`src/rtl/pipe_hazard_ctrl_if.sv`:
```
// Bundle of pipeline-side signals for the sequencing controller.
//   EX/WB inputs : branchNout, branchZout, Nout, Zout, jumpOut, jumpMemout
//   ID inputs    : idValid, idRs, idRt, idUsesRs, idUsesRt, idRegWrt, idRd
//   Controls out : pcSel, pcWrite, ifidWrite, ifidFlush, idexFlush, exwbHold
//   Statistics   : flushCount (saturating redirect count)
// master = the pipeline datapath side, slave = the controller.
interface pipe_hazard_ctrl_if #(
  parameter int unsigned FLUSH_CNT_W = 16
);
  logic                   branchNout;
  logic                   branchZout;
  logic                   Nout;
  logic                   Zout;
  logic                   jumpOut;
  logic                   jumpMemout;
  logic                   idValid;
  logic [5:0]             idRs;
  logic [5:0]             idRt;
  logic                   idUsesRs;
  logic                   idUsesRt;
  logic                   idRegWrt;
  logic [5:0]             idRd;
  logic [1:0]             pcSel;
  logic                   pcWrite;
  logic                   ifidWrite;
  logic                   ifidFlush;
  logic                   idexFlush;
  logic                   exwbHold;
  logic [FLUSH_CNT_W-1:0] flushCount;

  modport master (
    output branchNout, branchZout, Nout, Zout, jumpOut, jumpMemout,
    output idValid, idRs, idRt, idUsesRs, idUsesRt, idRegWrt, idRd,
    input  pcSel, pcWrite, ifidWrite, ifidFlush, idexFlush, exwbHold,
    input  flushCount
  );

  modport slave (
    input  branchNout, branchZout, Nout, Zout, jumpOut, jumpMemout,
    input  idValid, idRs, idRt, idUsesRs, idUsesRt, idRegWrt, idRd,
    output pcSel, pcWrite, ifidWrite, ifidFlush, idexFlush, exwbHold,
    output flushCount
  );
endinterface

```
`src/rtl/pipe_hazard_ctrl.sv`:
```
// Sequencing controller for the 4-stage IF/ID/EX/WB pipeline.
// Resolves control transfers at EX/WB, selects the next-PC source, and
// stalls decode on RAW hazards against a scoreboard of in-flight writes
// (no forwarding).
// Ports:
//   clk   : clock, all state on posedge
//   rst_n : asynchronous active-low reset
//   bus   : pipe_hazard_ctrl_if.slave (EX/WB + ID inputs, pipeline controls,
//           saturating redirect counter)
// pcSel: 00 = PC+1, 01 = register target, 10 = dataMemout.
module pipe_hazard_ctrl #(
  parameter int unsigned SB_DEPTH    = 2,
  parameter int unsigned RF_BYPASS   = 1,
  parameter int unsigned JM_LAT      = 1,
  parameter int unsigned FLUSH_CNT_W = 16
) (
  input  logic                  clk,
  input  logic                  rst_n,
  pipe_hazard_ctrl_if.slave     bus
);

  // With a write-first register file the oldest (EX/WB) entry cannot hazard.
  localparam int unsigned CHECK_DEPTH = (RF_BYPASS != 0) ? SB_DEPTH - 1 : SB_DEPTH;

  typedef enum logic {
    RUN,
    JM_WAIT
  } state_t;

  state_t                         state, state_nxt;
  logic [2:0]                     jm_cnt, jm_cnt_nxt;
  logic [SB_DEPTH-1:0]            sb_valid;
  logic [SB_DEPTH-1:0][5:0]       sb_rd;
  logic [FLUSH_CNT_W-1:0]         flush_cnt;

  logic                           taken;
  logic                           hazard;
  logic                           redirect;
  logic                           stall;
  logic                           hold;
  logic [1:0]                     pc_sel;
  logic                           pc_write;
  logic                           ifid_write;
  logic                           ifid_flush;
  logic                           idex_flush;

  assign taken = bus.jumpMemout | bus.jumpOut |
                 (bus.branchZout & bus.Zout) | (bus.branchNout & bus.Nout);

  always_comb begin
    hazard = 1'b0;
    for (int unsigned i = 0; i < CHECK_DEPTH; i++) begin
      if (sb_valid[i] &&
          ((bus.idUsesRs && (bus.idRs == sb_rd[i])) ||
           (bus.idUsesRt && (bus.idRt == sb_rd[i])))) begin
        hazard = 1'b1;
      end
    end
    hazard = hazard & bus.idValid;
  end

  // Decide the cycle's action first, then derive the pin values from it so
  // a redirect always dominates a stall.
  always_comb begin
    state_nxt  = state;
    jm_cnt_nxt = jm_cnt;
    redirect   = 1'b0;
    stall      = 1'b0;
    hold       = 1'b0;
    pc_sel     = 2'b00;
    case (state)
      RUN: begin
        if (bus.jumpMemout) begin
          if (JM_LAT == 0) begin
            redirect = 1'b1;
            pc_sel   = 2'b10;
          end else begin
            hold       = 1'b1;
            state_nxt  = JM_WAIT;
            jm_cnt_nxt = 3'(JM_LAT);
          end
        end else if (taken) begin
          redirect = 1'b1;
          pc_sel   = 2'b01;
        end else if (hazard) begin
          stall = 1'b1;
        end
      end
      JM_WAIT: begin
        if (jm_cnt == 3'd1) begin
          redirect  = 1'b1;
          pc_sel    = 2'b10;
          state_nxt = RUN;
        end else begin
          hold       = 1'b1;
          jm_cnt_nxt = jm_cnt - 3'd1;
        end
      end
      default: state_nxt = RUN;
    endcase

    pc_write   = 1'b1;
    ifid_write = 1'b1;
    ifid_flush = 1'b0;
    idex_flush = 1'b0;
    if (redirect) begin
      ifid_flush = 1'b1;
      idex_flush = 1'b1;
    end
    if (hold || stall) begin
      pc_write   = 1'b0;
      ifid_write = 1'b0;
    end
    if (stall) begin
      idex_flush = 1'b1;
    end
  end

  always_ff @(posedge clk or negedge rst_n) begin
    if (!rst_n) begin
      state  <= RUN;
      jm_cnt <= '0;
    end else begin
      state  <= state_nxt;
      jm_cnt <= jm_cnt_nxt;
    end
  end

  // Redirect squashes everything younger and the EX/WB write retires anyway,
  // so the whole scoreboard clears.
  always_ff @(posedge clk or negedge rst_n) begin
    if (!rst_n) begin
      sb_valid <= '0;
      sb_rd    <= '0;
    end else if (redirect) begin
      sb_valid <= '0;
    end else if (!hold) begin
      for (int unsigned i = 1; i < SB_DEPTH; i++) begin
        sb_valid[i] <= sb_valid[i-1];
        sb_rd[i]    <= sb_rd[i-1];
      end
      sb_valid[0] <= bus.idValid & bus.idRegWrt & ~stall;
      sb_rd[0]    <= bus.idRd;
    end
  end

  always_ff @(posedge clk or negedge rst_n) begin
    if (!rst_n) begin
      flush_cnt <= '0;
    end else if (redirect && (flush_cnt != '1)) begin
      flush_cnt <= flush_cnt + FLUSH_CNT_W'(1);
    end
  end

  assign bus.pcSel      = pc_sel;
  assign bus.pcWrite    = pc_write;
  assign bus.ifidWrite  = ifid_write;
  assign bus.ifidFlush  = ifid_flush;
  assign bus.idexFlush  = idex_flush;
  assign bus.exwbHold   = hold;
  assign bus.flushCount = flush_cnt;

endmodule

```
`src/flat_wrapper.sv`:
```
// flat-port wrapper written by rule: the top's interface ports become plain ports
module pipe_hazard_ctrl_flat 
#(
  parameter int unsigned SB_DEPTH    = 2,
  parameter int unsigned RF_BYPASS   = 1,
  parameter int unsigned JM_LAT      = 1,
  parameter int unsigned FLUSH_CNT_W = 16
)
  (clk, rst_n, bus_branchNout, bus_branchZout, bus_Nout, bus_Zout, bus_jumpOut, bus_jumpMemout, bus_idValid, bus_idRs, bus_idRt, bus_idUsesRs, bus_idUsesRt, bus_idRegWrt, bus_idRd, bus_pcSel, bus_pcWrite, bus_ifidWrite, bus_ifidFlush, bus_idexFlush, bus_exwbHold, bus_flushCount);
  pipe_hazard_ctrl_if #(.FLUSH_CNT_W(FLUSH_CNT_W)) bus_i ();
  input  logic clk;
  input  logic rst_n;
  input wire logic [$bits(bus_i.branchNout)-1:0] bus_branchNout;
  input wire logic [$bits(bus_i.branchZout)-1:0] bus_branchZout;
  input wire logic [$bits(bus_i.Nout)-1:0] bus_Nout;
  input wire logic [$bits(bus_i.Zout)-1:0] bus_Zout;
  input wire logic [$bits(bus_i.jumpOut)-1:0] bus_jumpOut;
  input wire logic [$bits(bus_i.jumpMemout)-1:0] bus_jumpMemout;
  input wire logic [$bits(bus_i.idValid)-1:0] bus_idValid;
  input wire logic [$bits(bus_i.idRs)-1:0] bus_idRs;
  input wire logic [$bits(bus_i.idRt)-1:0] bus_idRt;
  input wire logic [$bits(bus_i.idUsesRs)-1:0] bus_idUsesRs;
  input wire logic [$bits(bus_i.idUsesRt)-1:0] bus_idUsesRt;
  input wire logic [$bits(bus_i.idRegWrt)-1:0] bus_idRegWrt;
  input wire logic [$bits(bus_i.idRd)-1:0] bus_idRd;
  output wire logic [$bits(bus_i.pcSel)-1:0] bus_pcSel;
  output wire logic [$bits(bus_i.pcWrite)-1:0] bus_pcWrite;
  output wire logic [$bits(bus_i.ifidWrite)-1:0] bus_ifidWrite;
  output wire logic [$bits(bus_i.ifidFlush)-1:0] bus_ifidFlush;
  output wire logic [$bits(bus_i.idexFlush)-1:0] bus_idexFlush;
  output wire logic [$bits(bus_i.exwbHold)-1:0] bus_exwbHold;
  output wire logic [$bits(bus_i.flushCount)-1:0] bus_flushCount;
  assign bus_i.branchNout = bus_branchNout;
  assign bus_i.branchZout = bus_branchZout;
  assign bus_i.Nout = bus_Nout;
  assign bus_i.Zout = bus_Zout;
  assign bus_i.jumpOut = bus_jumpOut;
  assign bus_i.jumpMemout = bus_jumpMemout;
  assign bus_i.idValid = bus_idValid;
  assign bus_i.idRs = bus_idRs;
  assign bus_i.idRt = bus_idRt;
  assign bus_i.idUsesRs = bus_idUsesRs;
  assign bus_i.idUsesRt = bus_idUsesRt;
  assign bus_i.idRegWrt = bus_idRegWrt;
  assign bus_i.idRd = bus_idRd;
  assign bus_pcSel = bus_i.pcSel;
  assign bus_pcWrite = bus_i.pcWrite;
  assign bus_ifidWrite = bus_i.ifidWrite;
  assign bus_ifidFlush = bus_i.ifidFlush;
  assign bus_idexFlush = bus_i.idexFlush;
  assign bus_exwbHold = bus_i.exwbHold;
  assign bus_flushCount = bus_i.flushCount;
  pipe_hazard_ctrl #(.SB_DEPTH(SB_DEPTH), .RF_BYPASS(RF_BYPASS), .JM_LAT(JM_LAT), .FLUSH_CNT_W(FLUSH_CNT_W)) u_core (.clk(clk), .rst_n(rst_n), .bus(bus_i));
endmodule
```
`config.mk`:
```
export PLATFORM = sky130hd
export DESIGN_NAME = pipe_hazard_ctrl_flat
export DESIGN_NICKNAME = d
export VERILOG_FILES = /design/src/rtl/pipe_hazard_ctrl_if.sv /design/src/rtl/pipe_hazard_ctrl.sv /design/src/flat_wrapper.sv
export SDC_FILE = /design/constraint.sdc
export NUM_CORES = 1
export LEC_CHECK = 0
export ABC_AREA = 1
export CAP_MARGIN = 30
export CORE_MARGIN = 2
export CORE_UTILIZATION = 40
export DETAILED_ROUTE_END_ITERATION = 8
export GPL_TIMING_DRIVEN = 0
export PLACE_DENSITY = 0.7
export SYNTH_ARGS = -nofsm -noshare
export SYNTH_HDL_FRONTEND = slang
export SYNTH_SLANG_ARGS = --single-unit
export TNS_END_PERCENT = 10
```
`constraint.sdc`:
```
create_clock -name clk -period 2.2 [get_ports clk]
set_input_delay 0.33 -clock clk [delete_from_list [all_inputs] [get_ports clk]]
set_output_delay 0.33 -clock clk [all_outputs]
set_load 0.005 [all_outputs]
```
### After elaboration in Yosys (flattened, before gate mapping)

Cells that the tools add are included.

| cells by class | value |
|---|---|
| multiplexer cells | 24 |
| equal/unequal tests | 7 |
| bitwise logic cells | 12 |
| reductions and logical operators | 8 |
| add/sub/neg operators | 2 |

Operator list:

| operator | count |
|---|---|
| $add 16x1->16 const B | 1 |
| $mux 1 | 16 |
| $ne 16x16->1 const B | 1 |
| $eq 6x6->1 | 2 |
| $mux 3 | 2 |
| $ne 2x2->1 const B | 3 |
| $pmux 3 s2 | 1 |
| $and 1x1->1 | 5 |
| $logic_and 1x1->1 | 4 |
| $mux 2 | 2 |
| $not 1->1 | 4 |
| $pmux 1 s2 | 2 |
| $pmux 2 s2 | 1 |
| $reduce_and 2->1 | 2 |
| $eq 3x1->1 const B | 1 |
| $or 1x1->1 | 3 |
| $sub 3x1->3 const B | 1 |
| $logic_or 1x1->1 | 2 |

| storage, ports and cells | value |
|---|---|
| register bits after elaboration | 27 |
| output and inout port bits | 23 |
| logic and storage cells | 58 |

### Logic depth before layout (Yosys ltp)

Gate-level depths: netlist of run 1.

| logic depth | value |
|---|---|
| depth in word-level cells | 14 |
| mapped depth | 11 |
| mapped depth without buffers | 11 |

### Worst setup path before layout of run 1

OpenSTA, ideal clock, no wires.

| timing path | value |
|---|---|
| kind | register to output |
| start point | reg u_core.jm_cnt[1] |
| end point | out bus_pcWrite |
| stages on the path, launching flop included | 10 |
| path buffers | 1 |
| data required time | 1.870 ns |
| data arrival time | 1.402 ns |
| slack | 0.468 ns |
| cell sequence | dfrtp_1 inv_1 ha_1 nand2_1 nor2_2 inv_2 nand2_1 clkinv_1 a21oi_1 buf_4 |

| on the way | value |
|---|---|
| cells in the longest elaborated chain, start to end | 5 |

Ends and longest elaborated chain:

| item | RTL line | RTL |
|---|---|---|
| start, declared | pipe_hazard_ctrl.sv:31 | `logic [2:0] jm_cnt, jm_cnt_nxt;` |
| start signal, assigned | pipe_hazard_ctrl.sv:125 | `jm_cnt <= jm_cnt_nxt;` |
| $eq 3x1->1 | pipe_hazard_ctrl.sv:90 | `if (jm_cnt == 3'd1) begin` |
| $mux 1 | pipe_hazard_ctrl.sv:90 |  |
| $pmux 1 s2 | pipe_hazard_ctrl.sv:71 | `case (state)` |
| net bus_exwbHold | flat_wrapper.sv:31 | `output wire logic [$bits(bus_i.exwbHold)-1:0] bus_exwbHold;` |
| $logic_or 1x1->1 | pipe_hazard_ctrl.sv:110 | `if (hold \|\| stall) begin` |
| $mux 1 | - |  |
| end, declared | flat_wrapper.sv:27 | `output wire logic [$bits(bus_i.pcWrite)-1:0] bus_pcWrite;` |

The timed path passes the listed nets, and every way through them passes these cells.

### Worst setup path in the final report of run 1

| timing path | value |
|---|---|
| start point | in bus_jumpMemout |
| end point | out bus_pcWrite |

| on the way | value |
|---|---|
| cells in the longest elaborated chain, start to end | 8 |

Ends and longest elaborated chain:

| item | RTL line | RTL |
|---|---|---|
| start, declared | flat_wrapper.sv:18 | `input wire logic [$bits(bus_i.jumpMemout)-1:0] bus_jumpMemout;` |
| $or 1x1->1 (2 in series) | pipe_hazard_ctrl.sv:47 | `assign taken = bus.jumpMemout \| bus.jumpOut \|` |
| $or 1x1->1 | pipe_hazard_ctrl.sv:48 | `(bus.branchZout & bus.Zout) \| (bus.branchNout & bus.Nout);` |
| $mux 1 | pipe_hazard_ctrl.sv:82 | `end else if (taken) begin` |
| $mux 1 | pipe_hazard_ctrl.sv:73 | `if (bus.jumpMemout) begin` |
| $mux 1 | pipe_hazard_ctrl.sv:71 |  |
| $logic_or 1x1->1 * | pipe_hazard_ctrl.sv:110 |  |
| $mux 1 * | pipe_hazard_ctrl.sv:110 |  |

Mark *: on every way between the ends. The rest lies on a longest branch, timed or not.

==> results of run 1 <==
==> area by class of cell <==
| class | instances | area share |
|---|---|---|
| plain buffers | 3 | 0.0115 |
| clock buffers | 4 | 0.0189 |
| multi-input cells | 156 | 0.355 |
| well taps | 50 | 0.0262 |
| flip-flops and latches | 27 | 0.283 |
| inverters | 41 | 0.0676 |
| repair buffers | 57 | 0.238 |
==> how the worst min path moves through the flow <==
stage | cells after the start | end | slack (ns) | start
4_1_cts | 1 | u_core.sb_rd[1]$_DFFE_PN0P_ | 0.38 | rst_n
5_1_grt | 1 | u_core.sb_rd[1]$_DFFE_PN0P_ | 0.37 | rst_n
2_1_floorplan | 0 | u_core.bus.flushCount[0]$_DFFE_PN0P_ | 0.03 | rst_n
3_3_place_gp | 2 | u_core.sb_valid[0]$_DFFE_PN0P_ | 0.46 | u_core.sb_valid[0]$_DFFE_PN0P_
6_report | 1 | u_core.bus.flushCount[3]$_DFFE_PN0P_ | 0.36 | rst_n
3_5_place_dp | 2 | u_core.sb_valid[0]$_DFFE_PN0P_ | 0.47 | u_core.sb_valid[0]$_DFFE_PN0P_
==> registers in the layout, summed over array words and instances (netlist names) <==
register,flops
u_core.bus.flushCount,16
u_core.sb_rd,6
u_core.jm_cnt,3
u_core.sb_valid,1
u_core.state,1
==> cells by family (layout without fill, tap and decap cells) <==
kind of cell,Yosys count,count (layout),share of synthesized area
compound gates,19,19,0.0663
xor+xnor,13,13,0.0678
fa+ha+maj,3,3,0.0223
buf+inv,44,105,0.109
flops,27,27,0.402
simple gates,121,121,0.332
==> through the flow <==
stage                     hold WS (ns)  power [W]  TNS [ns]
final                            0.358    0.00221         0
after global routing             0.373    0.00242         0
after CTS                        0.376    0.00223         0
after detailed placement         0.467    0.00189    -0.510
after global placement           0.458    0.00186    -0.483
after floorplan                 0.0344    0.00144         0
==> worst max-delay path, cell delays in order <==
cell and delay (ns):
clkdlybuf4s50_1 0.42, nor2_1 0.14, nand3_2 0.11, nor2_4 0.13, and3_4 0.19, a21oi_2 0.05, buf_4 0.12, dlygate4sd2_1 0.25
==> cells in the mapped netlist, drive strengths merged <==
cell type  instances  area share
a21boi             1      0.0045
a21oi              1      0.0030
and3               1      0.0037
buf                3       0.016
clkinv             1      0.0022
dfrtp             27        0.40
ha                 3       0.022
inv               40       0.091
nand2             76        0.18
nand3             14       0.051
nand3b             1      0.0067
nand4              2      0.0074
nor2              20       0.057
nor3               7       0.027
o21ai             15       0.051
o22ai              2      0.0074
xnor2              3       0.016
xor2              10       0.052
==> layer usage <==
layer / routed length, um / share of wire / vias to the layer above / GRT usage
li1: - / - / 818 / -
met5: 0 / 0 / - / 0
met2: 1650 / 0.44 / 52 / 0.292
met4: 63 / 0.017 / 0 / 0.0760
met3: 353 / 0.094 / 5 / 0.0357
met1: 1690 / 0.45 / 684 / 0.206
==> power by group <==
group / switching [W] / internal, W
clock network: 0.000154 / 0.000130
registers: 0.000146 / 0.000651
logic: 0.000561 / 0.000570
==> what timing repair did <==
item                       in CTS  in global routing
buffers inserted                3                  1
setup endpoints to repair       4                  3
pin swaps                       3                  1
gates resized for setup        12                  4
==> impl_metrics.ini, run 1 <==
[floorplan]
rows = 23
start_util = 0.417
die_x_um = 68.8
ios = 53
dieArea_sq_um = 4740
coreArea_sq_um = 4030
die_h_um = 68.8

[clocking]
clockRootBuffer = clkbuf_8
numClockSinks = 27
clkLatencyLatePin_ns = 0.28
cts_tree = done
cts_inserted_buffers = 3
cts.path.max_buffers = 2
clk_pin_slew_ns = 0.09
h-tree-depth = 1
cts_hold_buf = 0

[grt]
first_global_vias = 1475
antenna_found_initial = 0
grt_max_degree = 20
grt_first_pass_wirelength_um = 6000
overflow = 0
grt_usage = 0.171

[critical_path]
cp_max_fo = 4
crit_type = input port to output port
r2r_end = u_core.bus.flushCount[10]$_DFFE_PN0P_
cp-start-kind = input port
ff2ff_setup_slack_ns = 0.56
r2r_start = u_core.bus.flushCount[0]$_DFFE_PN0P_
critPathCapture = bus_pcWrite
cp.required_ns = 1.87
r2r_cells = 9
endpoint_kind = output port
crit_start = bus_jumpMemout
arrival_ns = 1.74

[logic_synthesis]
seq_area_frac_synth = 0.402
synth_area_per_cell_sq_um = 7.40
ys_ff_latch = 27
syn-num-nets = 260
synth.cell_area_sq_um = 1680
yosysUniqueCellTypes = 29
synthCells = 227
ys_warn_count = 0

[pwr]
p_leak_nw = 1.18
peakVddDrop_v = 0.000739
power_density_nw_per_um2 = 927

[timing]
worst_pin_slew_ns = 0.452
fin_crit_sh = 0.940
slew_viol_final = 0
fin_crit_ns = 2.07
maxSlewHeadroom = 0.698
fmax_ghz = 0.484
rsz0062_at_grt = false
final-hold-violation-count = 0
setup_ws_ns = 0.132
setup_viol = 0
finalClockSkew_ns = 0.00549

[place]
routabilityCongestion = 0.754
dp_cells = 330
numPortBuffers = 52
dp_worst_setup_slack_ns = -0.223
placed_area_sq_um = 2280
dpl.hpwl_um = 2820

[finish]
layout.area.seq_sq_um = 676
layout_common_cells = nand2_1, clkdlybuf4s50_1, inv_1, dfrtp_1, nor2_1
nFillCells = 361
area_growth_pct = 42.0
fin_area_sq_um = 2390
layout-drive-gt1-share = 0.139
final_nets = 322
final_util = 0.592
final_common_cell = nand2_1
diodes = 0
multi_input_area_sq_um = 847
layout.cells.non_filler = 338

[drt]
drt_first_pass_iters = 4
avgViaCountPerCell = 4.61
drt-total-wl_um = 3760
drcViolationCount = 0
post_drt_wl_per_cell_um = 11.1
ant_nets = 0
vias = 1559
drt_iter0_drc = 29

[flow_run]
maxCapViolations = 0

[min_path]
worstHoldPathType = input port to async pin

[run_status]
run_status = completed
No activity file was read; power rests on OpenSTA's default activity.
==> inputs of run 2 (changes only) <==
GPL_ROUTABILITY_DRIVEN = 0   (was not set)
==> results of run 2 <==
The final DEF is identical to that of run 1; final timing and power are the same.
